### config.mk
export PLATFORM = sky130hd
export DESIGN_NAME = cam_tlb
export DESIGN_NICKNAME = d
export VERILOG_FILES = /design/src/rtl/cam_tlb_pkg.sv /design/src/rtl/cam_tlb_match.sv /design/src/rtl/cam_tlb.sv
export SDC_FILE = /design/constraint.sdc
export NUM_CORES = 1
export LEC_CHECK = 0
export CAP_MARGIN = 20
export CORE_MARGIN = 2
export CORE_UTILIZATION = 30
export CTS_CLUSTER_SIZE = 12
export DETAILED_ROUTE_END_ITERATION = 10
export GPL_TIMING_DRIVEN = 0
export HOLD_SLACK_MARGIN = 0.15
export PLACE_DENSITY = 0.43
export SETUP_SLACK_MARGIN = 0.4
export SLEW_MARGIN = 5
export SYNTH_ARGS = -nofsm -noshare
export SYNTH_HDL_FRONTEND = slang
export SYNTH_SLANG_ARGS = --single-unit
### constraint.sdc
create_clock -name clk -period 6.66 [get_ports clk]
set_clock_uncertainty 0.1 [all_clocks]
set_input_delay 0.666 -clock clk [delete_from_list [all_inputs] [get_ports clk]]
set_output_delay 0.666 -clock clk [all_outputs]
set_load 0.1 [all_outputs]
### src/rtl/cam_tlb_pkg.sv
// Shared encodings for the translation CAM: command codes, FSM states and
// the occupancy counter width.
package cam_tlb_pkg;

  localparam logic [2:0] CMD_NOP       = 3'd0;
  localparam logic [2:0] CMD_WRITE     = 3'd1;
  localparam logic [2:0] CMD_DELETE    = 3'd2;
  localparam logic [2:0] CMD_READ      = 3'd3;
  localparam logic [2:0] CMD_FLUSH_PID = 3'd4;
  localparam logic [2:0] CMD_FLUSH_ALL = 3'd5;

  typedef enum logic [1:0] {
    ST_IDLE = 2'd0,
    ST_EXEC = 2'd1,
    ST_RESP = 2'd2
  } state_t;

  // Wide enough to hold the value DEPTH itself, not just DEPTH-1.
  function automatic int occ_width(input int depth);
    return $clog2(depth + 1);
  endfunction

endpackage

### src/rtl/cam_tlb_match.sv
// Combinational search across all entries: exact key match, pid match for
// flushes, and the lowest free slot for allocation.
module cam_tlb_match
  import cam_tlb_pkg::*;
#(
  parameter  int DEPTH = 16,
  parameter  int KEY_W = 8,
  parameter  int PID_W = 4,
  localparam int IDX_W = $clog2(DEPTH)
) (
  input  logic [DEPTH-1:0][KEY_W-1:0] keys,
  input  logic [DEPTH-1:0]            valid,
  input  logic [KEY_W-1:0]            search_key,
  input  logic [PID_W-1:0]            search_pid,
  output logic                        hit,
  output logic [DEPTH-1:0]            match,
  output logic [DEPTH-1:0]            pid_match,
  output logic [IDX_W-1:0]            free_idx,
  output logic                        any_free
);

  for (genvar i = 0; i < DEPTH; i++) begin : g_ent
    assign match[i]     = valid[i] && (keys[i] == search_key);
    assign pid_match[i] = valid[i] && (keys[i][PID_W-1:0] == search_pid);
  end

  assign hit      = |match;
  assign any_free = ~&valid;

  // Scan from the top so the lowest invalid index wins.
  always_comb begin
    free_idx = '0;
    for (int i = DEPTH - 1; i >= 0; i--)
      if (!valid[i]) free_idx = IDX_W'(i);
  end

endmodule

### src/rtl/cam_tlb.sv
// Fully associative {vpn,pid} -> page translation CAM with a single command
// port, round-robin replacement when full, and pid/global flush.
module cam_tlb
  import cam_tlb_pkg::*;
#(
  parameter  int VPN_W  = 4,
  parameter  int PID_W  = 4,
  parameter  int DATA_W = 8,
  parameter  int DEPTH  = 16,
  localparam int KEY_W  = VPN_W + PID_W,
  localparam int OCC_W  = occ_width(DEPTH)
) (
  input  logic              clk,
  input  logic              rst,
  input  logic [2:0]        cmd,
  input  logic [KEY_W-1:0]  key,
  input  logic [DATA_W-1:0] datain,
  output logic [DATA_W-1:0] dataout,
  output logic              outvalid,
  output logic              pagefault,
  output logic              outrdy,
  output logic              full,
  output logic              evict,
  output logic [OCC_W-1:0]  occupancy
);

  localparam int IDX_W = $clog2(DEPTH);

  logic [DEPTH-1:0][KEY_W-1:0]  keys;
  logic [DEPTH-1:0][DATA_W-1:0] data;
  logic [DEPTH-1:0]             valid, valid_nxt;
  logic [IDX_W-1:0]             ptr, ptr_nxt;
  state_t                       state;

  logic [2:0]        op;
  logic [KEY_W-1:0]  op_key;
  logic [DATA_W-1:0] op_data;

  logic              hit, any_free;
  logic [DEPTH-1:0]  match, pid_match;
  logic [IDX_W-1:0]  free_idx, hit_idx, wr_idx;
  logic              wr_en, evict_nxt, accept;
  logic [OCC_W-1:0]  occ_nxt;

  // Codes 6/7 decode as NOP and are never accepted.
  assign accept = outrdy && (cmd >= CMD_WRITE) && (cmd <= CMD_FLUSH_ALL);

  cam_tlb_match #(
    .DEPTH (DEPTH),
    .KEY_W (KEY_W),
    .PID_W (PID_W)
  ) u_match (
    .keys       (keys),
    .valid      (valid),
    .search_key (op_key),
    .search_pid (op_key[PID_W-1:0]),
    .hit        (hit),
    .match      (match),
    .pid_match  (pid_match),
    .free_idx   (free_idx),
    .any_free   (any_free)
  );

  always_comb begin
    hit_idx = '0;
    for (int i = 0; i < DEPTH; i++)
      if (match[i]) hit_idx = IDX_W'(i);
  end

  // Array update decided in EXEC: hit overwrites in place, miss fills the
  // lowest free slot, and only a full miss evicts at the victim pointer.
  always_comb begin
    valid_nxt = valid;
    ptr_nxt   = ptr;
    wr_en     = 1'b0;
    wr_idx    = hit_idx;
    evict_nxt = 1'b0;
    if (state == ST_EXEC) begin
      case (op)
        CMD_WRITE: begin
          wr_en = 1'b1;
          if (hit) begin
            wr_idx = hit_idx;
          end else if (any_free) begin
            wr_idx = free_idx;
          end else begin
            wr_idx    = ptr;
            evict_nxt = 1'b1;
            ptr_nxt   = (ptr == IDX_W'(DEPTH - 1)) ? '0 : ptr + IDX_W'(1);
          end
          valid_nxt[wr_idx] = 1'b1;
        end
        CMD_DELETE:    valid_nxt = valid & ~match;
        CMD_FLUSH_PID: valid_nxt = valid & ~pid_match;
        CMD_FLUSH_ALL: begin
          valid_nxt = '0;
          ptr_nxt   = '0;
        end
        default: ;
      endcase
    end
    occ_nxt = '0;
    for (int i = 0; i < DEPTH; i++)
      occ_nxt = occ_nxt + OCC_W'(valid_nxt[i]);
  end

  always_ff @(posedge clk) begin
    if (wr_en) begin
      keys[wr_idx] <= op_key;
      data[wr_idx] <= op_data;
    end
  end

  always_ff @(posedge clk or posedge rst) begin
    if (rst) begin
      state     <= ST_IDLE;
      outrdy    <= 1'b1;
      op        <= CMD_NOP;
      op_key    <= '0;
      op_data   <= '0;
      valid     <= '0;
      ptr       <= '0;
      occupancy <= '0;
      full      <= 1'b0;
      dataout   <= '0;
      outvalid  <= 1'b0;
      pagefault <= 1'b0;
      evict     <= 1'b0;
    end else begin
      outvalid  <= 1'b0;
      pagefault <= 1'b0;
      evict     <= evict_nxt;
      valid     <= valid_nxt;
      ptr       <= ptr_nxt;
      occupancy <= occ_nxt;
      full      <= (occ_nxt == OCC_W'(DEPTH));
      case (state)
        ST_IDLE: begin
          if (accept) begin
            state   <= ST_EXEC;
            outrdy  <= 1'b0;
            op      <= cmd;
            op_key  <= key;
            op_data <= datain;
          end
        end
        ST_EXEC: begin
          if (op == CMD_READ || op == CMD_DELETE) begin
            state <= ST_RESP;
          end else begin
            state  <= ST_IDLE;
            outrdy <= 1'b1;
          end
          if (op == CMD_READ) begin
            if (hit) begin
              outvalid <= 1'b1;
              dataout  <= data[hit_idx];
            end else begin
              pagefault <= 1'b1;
            end
          end
          if (op == CMD_DELETE && !hit) pagefault <= 1'b1;
        end
        ST_RESP: begin
          state  <= ST_IDLE;
          outrdy <= 1'b1;
        end
        default: begin
          state  <= ST_IDLE;
          outrdy <= 1'b1;
        end
      endcase
    end
  end

endmodule
==> summary.txt, run 1 <==
Drt
  – Number of remaining DRC errors: 0
  – Routed Antenna Nets: 0
  – Iter 0 DRT Violations: 498
  – Vias per cell: 4.800
  – Vias post-DR: 8712
  – Routed wire length: 40.85 mm
  – Avg WL per Cell: 22.50 um
  – Number of detailed-route iterations in the first pass: 5

Clock network
  – CTS tree: built
  – Htree depth: 2
  – Total CTS buffers: 37
  – CTS root buffer: clkbuf_16
  – Clk_lat worst skew: 530 ps
  – CTS Sinks: 315
  – Worst-path clk slew: 60 ps
  – Clock buffer depth: 3

Yosys
  – Synth Area per Inst: 13.89 um^2
  – Yosys reg bits: 315
  – Cell count after synthesis: 1008
  – Post-synthesis sequential area ratio: 0.6546
  – Async S/R FF share, synth: 0.1873
  – Post-synthesis cell type count: 77
  – Main synth FF type: edfxtp_1
  – Synthesis warning total: 0
  – Syn Std Cell Area: 14000 um^2
  – Syn Nets: 1045
  – Post-synth EDFFs: 256

Power
  – Cell Int Power: 0.003273 W
  – Clock power frac: 0.478
  – Pleak: 6.305 nW
  – Maximum vdd drop: 0.0001240 V
  – P per Cell Area: 226.0 nW/um^2
  – Combinational power share: 0.006
  – P_sw: 0.0008018 W
  – Reg power frac: 0.516
  – Switching share of power: 0.1968
  – Total power: 0.004075 W

GRT
  – Initial antenna violation count: 0
  – GRT overflow: 0
  – GR Util All Layers: 0.1716
  – Global-route wire length before repair: 59.73 mm
  – Number of global-route vias before repair: 8912
  – Largest net degree at the start of global routing: 42

Cells and area
  – Final Util: 0.3898
  – Finished Cell Area: 18030 um^2
  – Most common cell after layout, fill and taps aside: edfxtp_1
  – Fin nets: 1216
  – Fin cells: 1815
  – Commonest non-fill, non-tap cells in the layout: edfxtp_1 (256), nand2_1 (116), buf_4 (77)
  – Layout cells sized above 1: 0.2452
  – Area delta synth->final: 28.79%

Worst setup path
  – Crit-path most repeated cell: fa_1
  – Critical path type: flip-flop to flip-flop
  – Top delay family on crit path: adder cells
  – Bufs and invs on worst path: 7
  – CP max stage delay: 540 ps
  – Slowest cell on crit path: fa_1
  – Worst endpoint required time: 7030 ps
  – CP max FO: 5
  – Nature of the critical path endpoint: flip-flop
  – RR Startpoint: op_key[4]
  – Crit path arrival time: 6810 ps
  – CP startpoint kind: flip-flop
  – Worst setup path startpoint: op_key[4]

STA
  – Final period util: 0.9666
  – Worst Tran Pin Value: 991.7 ps
  – Final Hold Vio Count: 0
  – Unrepaired setup endpoints after global routing: yes
  – Fin worst setup slack: 222.2 ps
  – FMAX: 155.3 MHz
  – Final Slew Violations: 0
  – Tmin final: 6438 ps
  – Final setup violation count: 0
  – Rel. slew slack: 0.3368

Die
  – CORE AREA: 46260 um^2
  – Die area: 48410 um^2
  – Die span in y: 220.0 um
  – Initial Util: 0.3027
  – Die Width: 220.0 um
  – Rows: 79
  – IO Count: 39

Placed design
  – Placed standard-cell area: 15410 um^2
  – Dpl ws: -1271 ps
  – DP Wirelength: 25.86 mm
  – Placed Instances: 1665
  – RD Place Congestion: 0.8645
  – PortBufs: 38

Run status
  – Outcome: finished, final reports clean

Run
  – Max_cap viols: 0

Worst hold path
  – Hold crit path type: primary input to async pin
==> final timing paths <==
path / end / slack (ps) / depth (start not counted)
worst max-delay path: full / 220 / 26
worst min-delay path: op_data[2] / 370 / 2
worst max register to register: full / 220 / 26
worst min register to register: dataout[2] / 380 / 2
max in group asynchronous: op_key[7] / 5500 / 3
min in group clk: dataout[2] / 380 / 2
==> worst register-to-register path, cell delays in order (launching register included) <==
cell and delay [ps]:
dfrtp_4 530, buf_12 170, buf_12 130, buf_4 130, xnor2_2 140, nand4_1 120
buf_6 150, nor4bb_4 340, or3_4 220, a2111oi_4 40, or3_4 430, buf_6 130
and3_4 170, a31oi_4 180, nor2_4 60, a21o_1 190, fa_1 540, inv_2 50
fa_1 530, fa_1 440, fa_1 510, inv_2 50, ha_4 150, fa_2 370
xor2_2 170, nor3_2 160, and3b_1 160
==> stage by stage <==
step	hold WS, ps	TNS [ps]
2_1_floorplan	371.2	0
3_3_place_gp	362.6	-7986
3_5_place_dp	375.6	-5772
4_1_cts	353.6	0
5_1_grt	393.8	0
6_report	371.9	0
==> routing by layer <==
metal | vias to the layer above | part of all wire | track usage
li1 | 4060 | - | -
met1 | 4413 | 0.44 | 0.2230
met2 | 180 | 0.49 | 0.2863
met3 | 59 | 0.034 | 0.02747
met4 | 0 | 0.036 | 0.06779
met5 | - | 0 | 0
==> registers in the layout, indices dropped and copies added, names as in the netlist <==
register,flops
op_data,8
data,128
occupancy,5
pagefault,1
outrdy,1
ptr,4
op_key,8
dataout,8
evict,1
outvalid,1
valid,16
state,2
keys,128
full,1
op,3
==> what timing repair did <==
item / CTS / global route
endpoints found under the setup margin: 6 / 5
resized for setup: 95 / 45
buffers inserted: 56 / 22
cloned: 4 / 0
hold buffers: 0 / 0
pin swaps: 39 / 28
==> power by group through the flow <==
stage	Clock [W]	Combinational [W]	Sequential [W]
final	0.00195	0.0000242	0.00210
after detailed placement	0	0.0000250	0.00214
after global routing	0.00208	0.0000266	0.00210
after global placement	0	0.0000227	0.00214
after floorplan	0	0.00000572	0.00214
after CTS	0.00200	0.0000251	0.00210
==> cells in the mapped netlist (9+ instances only) <==
library cell / n / area share
nor3_1: 15 / 0.0054
nand3_1: 29 / 0.010
nand2_1: 117 / 0.031
o21ai_0: 26 / 0.0093
o21ai_1: 14 / 0.0050
a21oi_1: 29 / 0.010
xnor2_1: 80 / 0.050
inv_1: 30 / 0.0080
mux2i_1: 71 / 0.051
buf_4: 10 / 0.0054
nand4_1: 27 / 0.012
xor2_1: 32 / 0.020
a22oi_1: 9 / 0.0048
nand2b_1: 9 / 0.0040
dfrtp_1: 58 / 0.10
buf_6: 10 / 0.0080
edfxtp_1: 256 / 0.55
fa_1: 10 / 0.014
nor2_1: 28 / 0.0075
a21o_1: 9 / 0.0048
buf_2: 9 / 0.0032
==> cells by family after synthesis <==
family / Yosys count / share of synthesized area
fa+ha+maj: 16 / 0.01966
flops: 315 / 0.6546
xor+xnor: 112 / 0.07006
simple gates: 288 / 0.1088
compound gates: 137 / 0.06845
buf+inv: 69 / 0.02761
mux: 71 / 0.05076
==> layout make-up <==
class,count,area [um^2]
plain buffers,38,369.1
well taps,607,759.5
repair buffers,132,1323
multi-input cells,624,5097
fillers,4471,28230
inverters,31,122.6
clock inverters,5,31.28
clock buffers,62,1132
diodes,1,2.502
flip-flops and latches,315,9195
Note: power is estimated with default switching activity, not from simulation.
==> run 2, diff against run 1 <==
--- a/config.mk
+++ b/config.mk
@@ -5,9 +5,10 @@
 export SDC_FILE = /design/constraint.sdc
 export NUM_CORES = 1
 export LEC_CHECK = 0
-export CAP_MARGIN = 20
+export CAP_MARGIN = 5
 export CORE_MARGIN = 2
 export CORE_UTILIZATION = 30
+export CTS_CLUSTER_DIAMETER = 200
 export CTS_CLUSTER_SIZE = 12
 export DETAILED_ROUTE_END_ITERATION = 10
 export GPL_TIMING_DRIVEN = 0
==> run 2 against run 1 <==
Clock power is 18% lower. Non-clock buffer count down 8. Critical path type unchanged. Sequential share of layout area rose by 1.6 points. Global-route usage fell by 0.12 points. Via count grew 0.30%. Sequential power barely moved. Final area shrank 3.0%. Highest routed layer unchanged. Final cell count down 1.0%. Routed wire length shrank 0.91%. First-iteration DRC count grew 12%. Core utilization down 1.2 points.
==> summary.txt, run 2 (synthesis results as in run 1) <==
GRT
  – Global-route wire length before repair: 59.52 mm
  – Initial antenna violation count: 1
  – Largest net degree at the start of global routing: 42
  – GR Util All Layers: 0.1704
  – Number of global-route vias before repair: 8794
  – GRT overflow: 0

Worst setup path
  – Critical path type: flip-flop to flip-flop
  – CP startpoint kind: flip-flop
  – CP max FO: 5
  – Crit path arrival time: 6860 ps
  – Worst endpoint required time: 7070 ps
  – Nature of the critical path endpoint: flip-flop

STA
  – Hold slack: 316.3 ps
  – Final Hold Vio Count: 0
  – FMAX: 155.2 MHz
  – Rel. slew slack: 0.3412
  – Final Slew Violations: 0
  – Worst Tran Pin Value: 985.2 ps
  – Tmin final: 6445 ps
  – Unrepaired setup endpoints after global routing: yes
  – Final setup violation count: 0
  – Post-route setup TNS: 0 ps
  – Final period util: 0.9678
  – Fin worst setup slack: 214.6 ps

Cells and area
  – Biggest regs: data: 128 flops, keys: 128 flops, valid: 16 flops
  – Finished Cell Area: 17500 um^2
  – Commonest non-fill, non-tap cells in the layout: edfxtp_1 (256), nand2_1 (116), xnor2_1 (75)
  – Filler cell count: 4467
  – Most common cell after layout, fill and taps aside: edfxtp_1
  – Fin nets: 1202
  – Diode count: 0
  – Layout cells sized above 1: 0.2086
  – Area delta synth->final: 24.99%
  – Fin cells: 1796

Die
  – Die span in y: 220.0 um
  – IO Count: 39
  – CORE AREA: 46260 um^2
  – Rows: 79
  – Die Width: 220.0 um
  – Initial Util: 0.3027
  – Die area: 48410 um^2

Run status
  – Outcome: finished, final reports clean

Drt
  – Vias post-DR: 8738
  – Routed wire length: 40.47 mm
  – Number of remaining DRC errors: 0
  – Avg WL per Cell: 22.54 um
  – Vias per cell: 4.865
  – Routed Antenna Nets: 0
  – Number of detailed-route iterations in the first pass: 5
  – Iter 0 DRT Violations: 560

Run
  – Max_cap viols: 0

Placed design
  – PortBufs: 38
  – Placed Instances: 1662
  – Dpl ws: -1598 ps
  – DP Wirelength: 25.55 mm
  – RD Place Congestion: 0.8645
  – Placed standard-cell area: 15350 um^2

Clock network
  – Clk_lat worst skew: 580 ps
  – Total CTS buffers: 30
  – CTS tree: built
  – Clock buffer depth: 3
  – CTS root buffer: clkbuf_16
  – Worst-path clk slew: 60 ps
  – Hold buffer count at cts: 0
  – CTS Sinks: 315
  – Htree depth: 1

Power
  – Reg power frac: 0.563
  – Switching share of power: 0.2002
  – Clock power frac: 0.430
  – P_sw: 0.0007469 W
  – Combinational power share: 0.006
  – P per Cell Area: 213.2 nW/um^2
  – Pleak: 5.962 nW
  – Maximum vdd drop: 0.0001892 V
  – Cell Int Power: 0.002984 W

Worst hold path
  – Hold crit path type: primary input to async pin
run 2: path summary, 6_finish.rpt:
| kind | start | to | slack (ps) | depth (start not counted) |
|---|---|---|---|---|
| setup / recovery | op_key[7] | full | 210 | 24 |
| hold / removal | rst | op_data[2] | 320 | 2 |
| setup reg to reg | op_key[7] | full | 210 | 24 |
| hold reg to reg | dataout[2] | dataout[2] | 380 | 2 |
| max in group asynchronous | rst | op_key[6] | 5560 | 3 |
| min in group clk | dataout[2] | dataout[2] | 380 | 2 |
run 2: timing repair:
action | CTS | global route
setup endpoints to repair | 6 | 5
resized for setup | 103 | 16
gates cloned | 3 | 0
pin swaps | 43 | 16
setup buffers | 64 | 10
run 2: worst max-delay path: stages (launching register included):
cell and delay, ps:
dfrtp_4 540, buf_12 170, bufbuf_16 270, xnor2_1 150, nand4_1 110, buf_4 180
nor4_4 430, o21ai_2 140, a311oi_4 440, buf_6 170, buf_4 120, nor2_4 50
a21oi_4 210, buf_4 160, o21a_1 160, fa_1 450, fa_1 520, fa_1 430
fa_1 500, inv_2 50, ha_4 150, fa_2 370, xor2_2 170, nor3_2 170
and3b_1 170
run 2: layout make-up:
class | count | area, um^2 | area share
clock buffers | 55 | 865.8 | 0.04948
repair buffers | 124 | 1210 | 0.06914
multi-input cells | 625 | 4959 | 0.2834
clock inverters | 1 | 11.26 | 0.0006435
well taps | 607 | 759.5 | 0.04340
flip-flops and latches | 315 | 9195 | 0.5255
plain buffers | 38 | 376.6 | 0.02152
inverters | 31 | 122.6 | 0.007007
run 2: per-stage QoR:
stage,power [W],utilization
after floorplan,0.002150,-
after global placement,0.002167,0.3275
after detailed placement,0.002169,0.3318
after CTS,0.003782,0.3746
after global routing,0.003857,0.3783
final,0.003731,0.3783
run 2: per-layer routing:
metal  wire [um]  global-route usage  vias to the layer above
met5           0                   0                        -
met1       17550              0.2207                     4451
li1            -                   -                     4029
met3        1961             0.03147                       58
met4        1200             0.05078                        0
met2       19770              0.2898                      200
run 2: power by group through the flow:
stage | Combinational (W) | Sequential, W | Clock, W
detailed placement | 0.0000250 | 0.00214 | 0
floorplan | 0.00000572 | 0.00214 | 0
global placement | 0.0000227 | 0.00214 | 0
global route | 0.0000265 | 0.00210 | 0.00173
finish | 0.0000241 | 0.00210 | 0.00160
CTS | 0.0000251 | 0.00210 | 0.00166
==> run 3, diff against run 2 <==
==> constraint.sdc (replaced) <==
create_clock -name clk -period 6.66 [get_ports clk]
set_clock_uncertainty 0.1 [all_clocks]
set_input_delay 1.332 -clock clk [delete_from_list [all_inputs] [get_ports clk]]
set_output_delay 1.332 -clock clk [all_outputs]
set_load 0.1 [all_outputs]
==> results of run 3 <==
The final DEF is identical to that of run 2. Status: finished, final reports clean.
Main changes from that run: hold slack 316.3 ps -> 383.8 ps
==> variant 1, RTL diff (flow settings as in run 2) <==
Put one more register stage on the output `pagefault`, cleared by the reset. The value now appears one clock later. The other outputs are not delayed to match.
--- a/src/rtl/cam_tlb.sv
+++ b/src/rtl/cam_tlb.sv
@@ -26,4 +26,6 @@
 
   localparam int IDX_W = $clog2(DEPTH);
+
+  logic pagefault_s0;
 
   logic [DEPTH-1:0][KEY_W-1:0]  keys;
@@ -125,9 +127,9 @@
       dataout   <= '0;
       outvalid  <= 1'b0;
-      pagefault <= 1'b0;
+      pagefault_s0 <= 1'b0;
       evict     <= 1'b0;
     end else begin
       outvalid  <= 1'b0;
-      pagefault <= 1'b0;
+      pagefault_s0 <= 1'b0;
       evict     <= evict_nxt;
       valid     <= valid_nxt;
@@ -157,8 +159,8 @@
               dataout  <= data[hit_idx];
             end else begin
-              pagefault <= 1'b1;
+              pagefault_s0 <= 1'b1;
             end
           end
-          if (op == CMD_DELETE && !hit) pagefault <= 1'b1;
+          if (op == CMD_DELETE && !hit) pagefault_s0 <= 1'b1;
         end
         ST_RESP: begin
@@ -174,3 +176,11 @@
   end
 
+  always_ff @(posedge clk or posedge rst) begin
+    if (rst) begin
+      pagefault <= '0;
+    end else begin
+      pagefault <= pagefault_s0;
+    end
+  end
+
 endmodule
Behaviour: not the same (Yosys sat finds a counterexample within 4 cycles, from zero or initial values and one cycle with rst high).
==> variant 1 against run 2 <==
Sequential cell count increased by 1; sequential share of layout area increased by 0.86 points; via count decreased by 1.9%; cell count decreased by 0.84%; wire length decreased by 3.5%; non-clock buffer count decreased by 15; design area decreased by 1.3%; largest cell class unchanged; largest power group unchanged; clock power about the same; area after synthesis increased by 0.18%; worst setup slack got worse by 91 ps; power about the same.
==> variant 1: results (changes against run 2) <==
Min path
  • Worst Hold Class: register to register

Detailed routing
  • Wire length the detailed router placed on met1: 17.8 mm (+1.4%)
  • Total Wirelength: 39.1 mm (-3.5%)
  • Violation count after the first detailed-route iteration: 576 (+2.9%)
  • Routed vias/inst: 4.81 (-1.1%)
  • Total met2 wirelength after detailed routing: 18.6 mm (-5.7%)
  • Met3 Routed Length: 1.55 mm (-21%)
  • Via count: 8571 (-1.9%)

Yosys
  • Top post-synthesis cells by count: sky130_fd_sc_hd__edfxtp_1 (256), sky130_fd_sc_hd__nand2_1 (117), sky130_fd_sc_hd__xnor2_1 (80)
  • Net count of the mapped netlist: 1046 (+0.096%)
  • Synthesized area per cell: 13.9 um2 (about the same)
  • Main area contributors after synthesis: sky130_fd_sc_hd__edfxtp_1 (55%), sky130_fd_sc_hd__dfrtp_1 (11%), sky130_fd_sc_hd__mux2i_1 (5.1%)
  • Proportion of register bits with asynchronous set or reset after synthesis: 19.0% (+0.26 points)

Final layout
  • Proportion of cell area occupied by multi-input gates: 28.7% (+0.33 points)
  • Register fraction of the total cell area: 53.4% (+0.86 points)
  • Total area of multi-input combinational cells: 4950 um2 (-0.20%)
  • Multi-input gates: 624 (-0.16%)
  • Non-clk buf share: 7.78% (-1.3 points)
  • Number of diodes: 0 (unchanged)
  • Signal buffers: 147 (-9.3%)
  • Sequential cell count: 316 (+0.32%)
  • Fillcell total: 4462 (-0.11%)

Global routing
  • Global-route track usage on met1: 22.6% (+0.58 points)
  • Initial antenna violation count: 0 (-1)
  • Overall routing resource usage: 16.5% (-0.53 points)
  • First-pass GRT wire length: 58.3 mm (-2.1%)
  • Via count of the first global-routing pass: 8666 (-1.5%)
  • Pin count of the biggest net entering global routing: 51 (+21%)
  • Met3 GRT Util: 2.58% (-0.56 points)
  • Met2 demand-to-capacity share in global routing: 27.1% (-1.8 points)

Worst setup path
  • Master of the slowest instance on the critical path: sky130_fd_sc_hd__or4_4
  • Crit Path Max Fanout: 8 (+3)

Power
  • Largest voltage drop on the vdd net: 0.168 mV (-11%)
  • Leakage power total: 0.00585 uW (-1.9%)

Placement
  • Cell Area, Placed: 15400 um2 (+0.24%)
  • Detailed placer's ending HPWL: 25.2 mm (-1.3%)
  • Total instance count after detailed placement: 1663 (+0.060%)
  • Routability cong.: 0.849 (-1.8%)

Run status
  • Result of the run: complete, no violations

STA
  • Final sum of negative setup slack: 0 ps (unchanged)
  • Worst-case headroom to the max-slew limit: 34.9% (+0.77 points)
==> variant 1: report_power, final <==
part | total [uW] | switching, uW | internal [uW]
combinational | 23.6 | 11.3 | 12.4
clock | 1600 | 731 | 869
sequential | 2110 | 0 | 2110
==> variant 1: cell families after synthesis <==
family | share of synthesized area (%)
adders and majority gates | 1.96
AOI/OAI and AO/OA | 6.83
buffers and inverters | 2.76
xor gates and xnor gates | 6.99
and+or+nand+nor | 10.9
DFF | 65.5
muxes | 5.07
==> variant 1: worst paths after layout <==
check / from / to / slack (ps) / cells past startpoint
hold / removal: pagefault_s0 / pagefault / 250 / 0
min in group asynchronous: rst / dataout[4] / 280 / 2
setup / recovery: op_key[7] / full / 120 / 26
setup reg to reg: op_key[7] / full / 120 / 26
max in group asynchronous: rst / op_key[6] / 5590 / 3
hold reg to reg: pagefault_s0 / pagefault / 250 / 0
==> variant 1: what timing repair did <==
action / in CTS / in global routing
setup endpoints to repair: 6 / 5
resized for setup: 75 / 28
setup buffers: 55 / 7
pin swaps: 21 / 12
==> variant 2, RTL diff (flow settings as in run 2) <==
Made on the original files. `PID_W` is set to 4 in 2 places; all go to 5.
--- a/src/rtl/cam_tlb_match.sv
+++ b/src/rtl/cam_tlb_match.sv
@@ -6,5 +6,5 @@
   parameter  int DEPTH = 16,
   parameter  int KEY_W = 8,
-  parameter  int PID_W = 4,
+  parameter  int PID_W = 5,
   localparam int IDX_W = $clog2(DEPTH)
 ) (
--- a/src/rtl/cam_tlb.sv
+++ b/src/rtl/cam_tlb.sv
@@ -5,5 +5,5 @@
 #(
   parameter  int VPN_W  = 4,
-  parameter  int PID_W  = 4,
+  parameter  int PID_W  = 5,
   parameter  int DATA_W = 8,
   parameter  int DEPTH  = 16,
Interface: changed (resized key); port bits go from 39 to 40. No check against the original RTL was run, so the function may have changed too.
==> variant 2 against run 2 <==
Critical path type unchanged; power rose by 4.8%; area after synthesis increased by 5.1%; global-route usage down 0.54 points; sequential share of layout area increased by 1.2 points; wire length up 2.4%; sequential cell count rose by 17; design area increased by 3.2%; worst setup slack improved by 180 ps; largest cell class unchanged.
==> variant 2: results (changes against run 2) <==
Placement
  • IO buf count: 39 (+2.6%)
  • Total instance count after detailed placement: 1714 (+3.1%)
  • Routability cong.: 0.829 (-4.1%)
  • Pre-CTS worst setup slack: -1040 ps (+557 ps)

CTS
  • Total clock sinks: 332 (+5.4%)
  • TritonCTS buffer count: 31 (+3.3%)

Yosys
  • Compound-cell area share of the yosys netlist: 6.01% (-0.84 points)
  • Sequential fraction of the synthesis area: 65.7% (+0.23 points)
  • XOR/XNOR share of the synthesized area: 8.69% (+1.7 points)
  • Gate Count Post-Synth: 1043 (+3.5%)
  • Portion of netlist area occupied by mux cells: 6.12% (+1.0 points)
  • Proportion of register bits with asynchronous set or reset after synthesis: 18.1% (-0.66 points)
  • Number of library cell types mapped by synthesis: 67 (-13%)
  • Top post-synthesis cells by count: sky130_fd_sc_hd__edfxtp_1 (272), sky130_fd_sc_hd__xor2_1 (111), sky130_fd_sc_hd__nand2_1 (94)
  • Main area contributors after synthesis: sky130_fd_sc_hd__edfxtp_1 (55%), sky130_fd_sc_hd__dfrtp_1 (10%), sky130_fd_sc_hd__xor2_1 (6.6%)
  • EDFF count, synth: 272 (+6.3%)
  • Net count of the mapped netlist: 1081 (+3.4%)
  • Adder-cell share of the synthesized area: 1.87% (-0.096 points)

Power
  • Leakage power total: 0.00564 uW (-5.3%)
  • Net Sw Power: 782 uW (+4.7%)
  • Relative contribution of the clock network to total power: 42.6% (-0.4 points)
  • Internal Power: 3130 uW (+4.8%)
  • Largest voltage drop on the vdd net: 0.173 mV (-8.5%)

Global routing
  • Via count of the first global-routing pass: 8652 (-1.6%)
  • First-pass GRT wire length: 60.7 mm (+1.9%)
  • Pin count of the biggest net entering global routing: 51 (+21%)
  • Overall routing resource usage: 16.5% (-0.54 points)
  • Initial antenna violation count: 0 (-1)

Final layout
  • Signal buffers: 141 (-13%)
  • Register fraction of the total cell area: 53.7% (+1.2 points)
  • Final Non-Filler Cells: 1823 (+1.5%)
  • Leading registers by flop count: keys (144), data (128), valid (16)
  • Non-clk invs: 27 (-13%)
  • Area fraction of clock buffers and clock inverters: 5.00% (-0.011 points)
  • Fillcell total: 4681 (+4.8%)
  • Clock buf count: 57 (+3.6%)
  • Net count reported at finish: 1213 (+0.92%)
  • Number of diodes: 1 (+1)
  • Multi-input gates: 642 (+2.7%)
  • Non-clk buf share: 7.69% (-1.4 points)
  • Total area of multi-input combinational cells: 5180 um2 (+4.6%)

Run status
  • Result of the run: complete, no violations

Detailed routing
  • Per-cell routed wire length: 22.7 um (+0.85%)
  • Routed vias/inst: 4.78 (-1.7%)

Worst setup path
  • CP arrival: 6640 ps (-220 ps)
  • Flop2flop setup slack: 400 ps (+180 ps)
  • Crit Path Max Fanout: 10 (+5)
  • Worst R2R Start: op_key[6]

STA
  • Tightest Pin Transition: 1210 ps (+227 ps)
  • Final worst path period share: 94.1% (-2.7 points)
variant 2: routing by layer:
metal  track usage, %  vias to the layer above  share of wire, %
met5                0                        -                 0
met4             3.72                        0               1.9
met3             1.92                       42               3.5
met2             26.1                      154                46
met1             24.3                     4451                49
li1                 -                     4072                 -
variant 2: critical path: stages (launching register included):
cell,delay (ps)
sky130_fd_sc_hd__dfrtp_4,510
sky130_fd_sc_hd__buf_12,150
sky130_fd_sc_hd__buf_12,140
sky130_fd_sc_hd__xnor2_2,140
sky130_fd_sc_hd__nand4_1,340
sky130_fd_sc_hd__nor3_2,280
sky130_fd_sc_hd__a21o_2,220
sky130_fd_sc_hd__buf_6,110
sky130_fd_sc_hd__a211oi_4,40
sky130_fd_sc_hd__o21ai_4,310
sky130_fd_sc_hd__inv_2,70
sky130_fd_sc_hd__nand2_2,80
sky130_fd_sc_hd__a21boi_4,340
sky130_fd_sc_hd__o22ai_2,170
sky130_fd_sc_hd__fa_1,570
sky130_fd_sc_hd__inv_1,60
sky130_fd_sc_hd__fa_1,480
sky130_fd_sc_hd__fa_1,520
sky130_fd_sc_hd__fa_1,520
sky130_fd_sc_hd__inv_1,40
sky130_fd_sc_hd__ha_2,180
sky130_fd_sc_hd__fa_2,370
sky130_fd_sc_hd__a21oi_1,160
sky130_fd_sc_hd__nor2b_1,70
sky130_fd_sc_hd__and3b_1,170
variant 2: repair_timing:
action	in CTS	in global routing
buffers inserted	29	21
setup endpoints to repair	6	4
cloned	0	0
pin swaps	18	34
resized for setup	87	51
variant 2: per-stage QoR:
step / area [um2] / setup TNS, ps / hold WS [ps]
floorplan: 14700 / 0 / 355
global placement: 15900 / -3720 / 413
detailed placement: 16100 / -4250 / 398
CTS: 17600 / 0 / 255
global route: 18100 / 0 / 269
finish: 18100 / 0 / 281
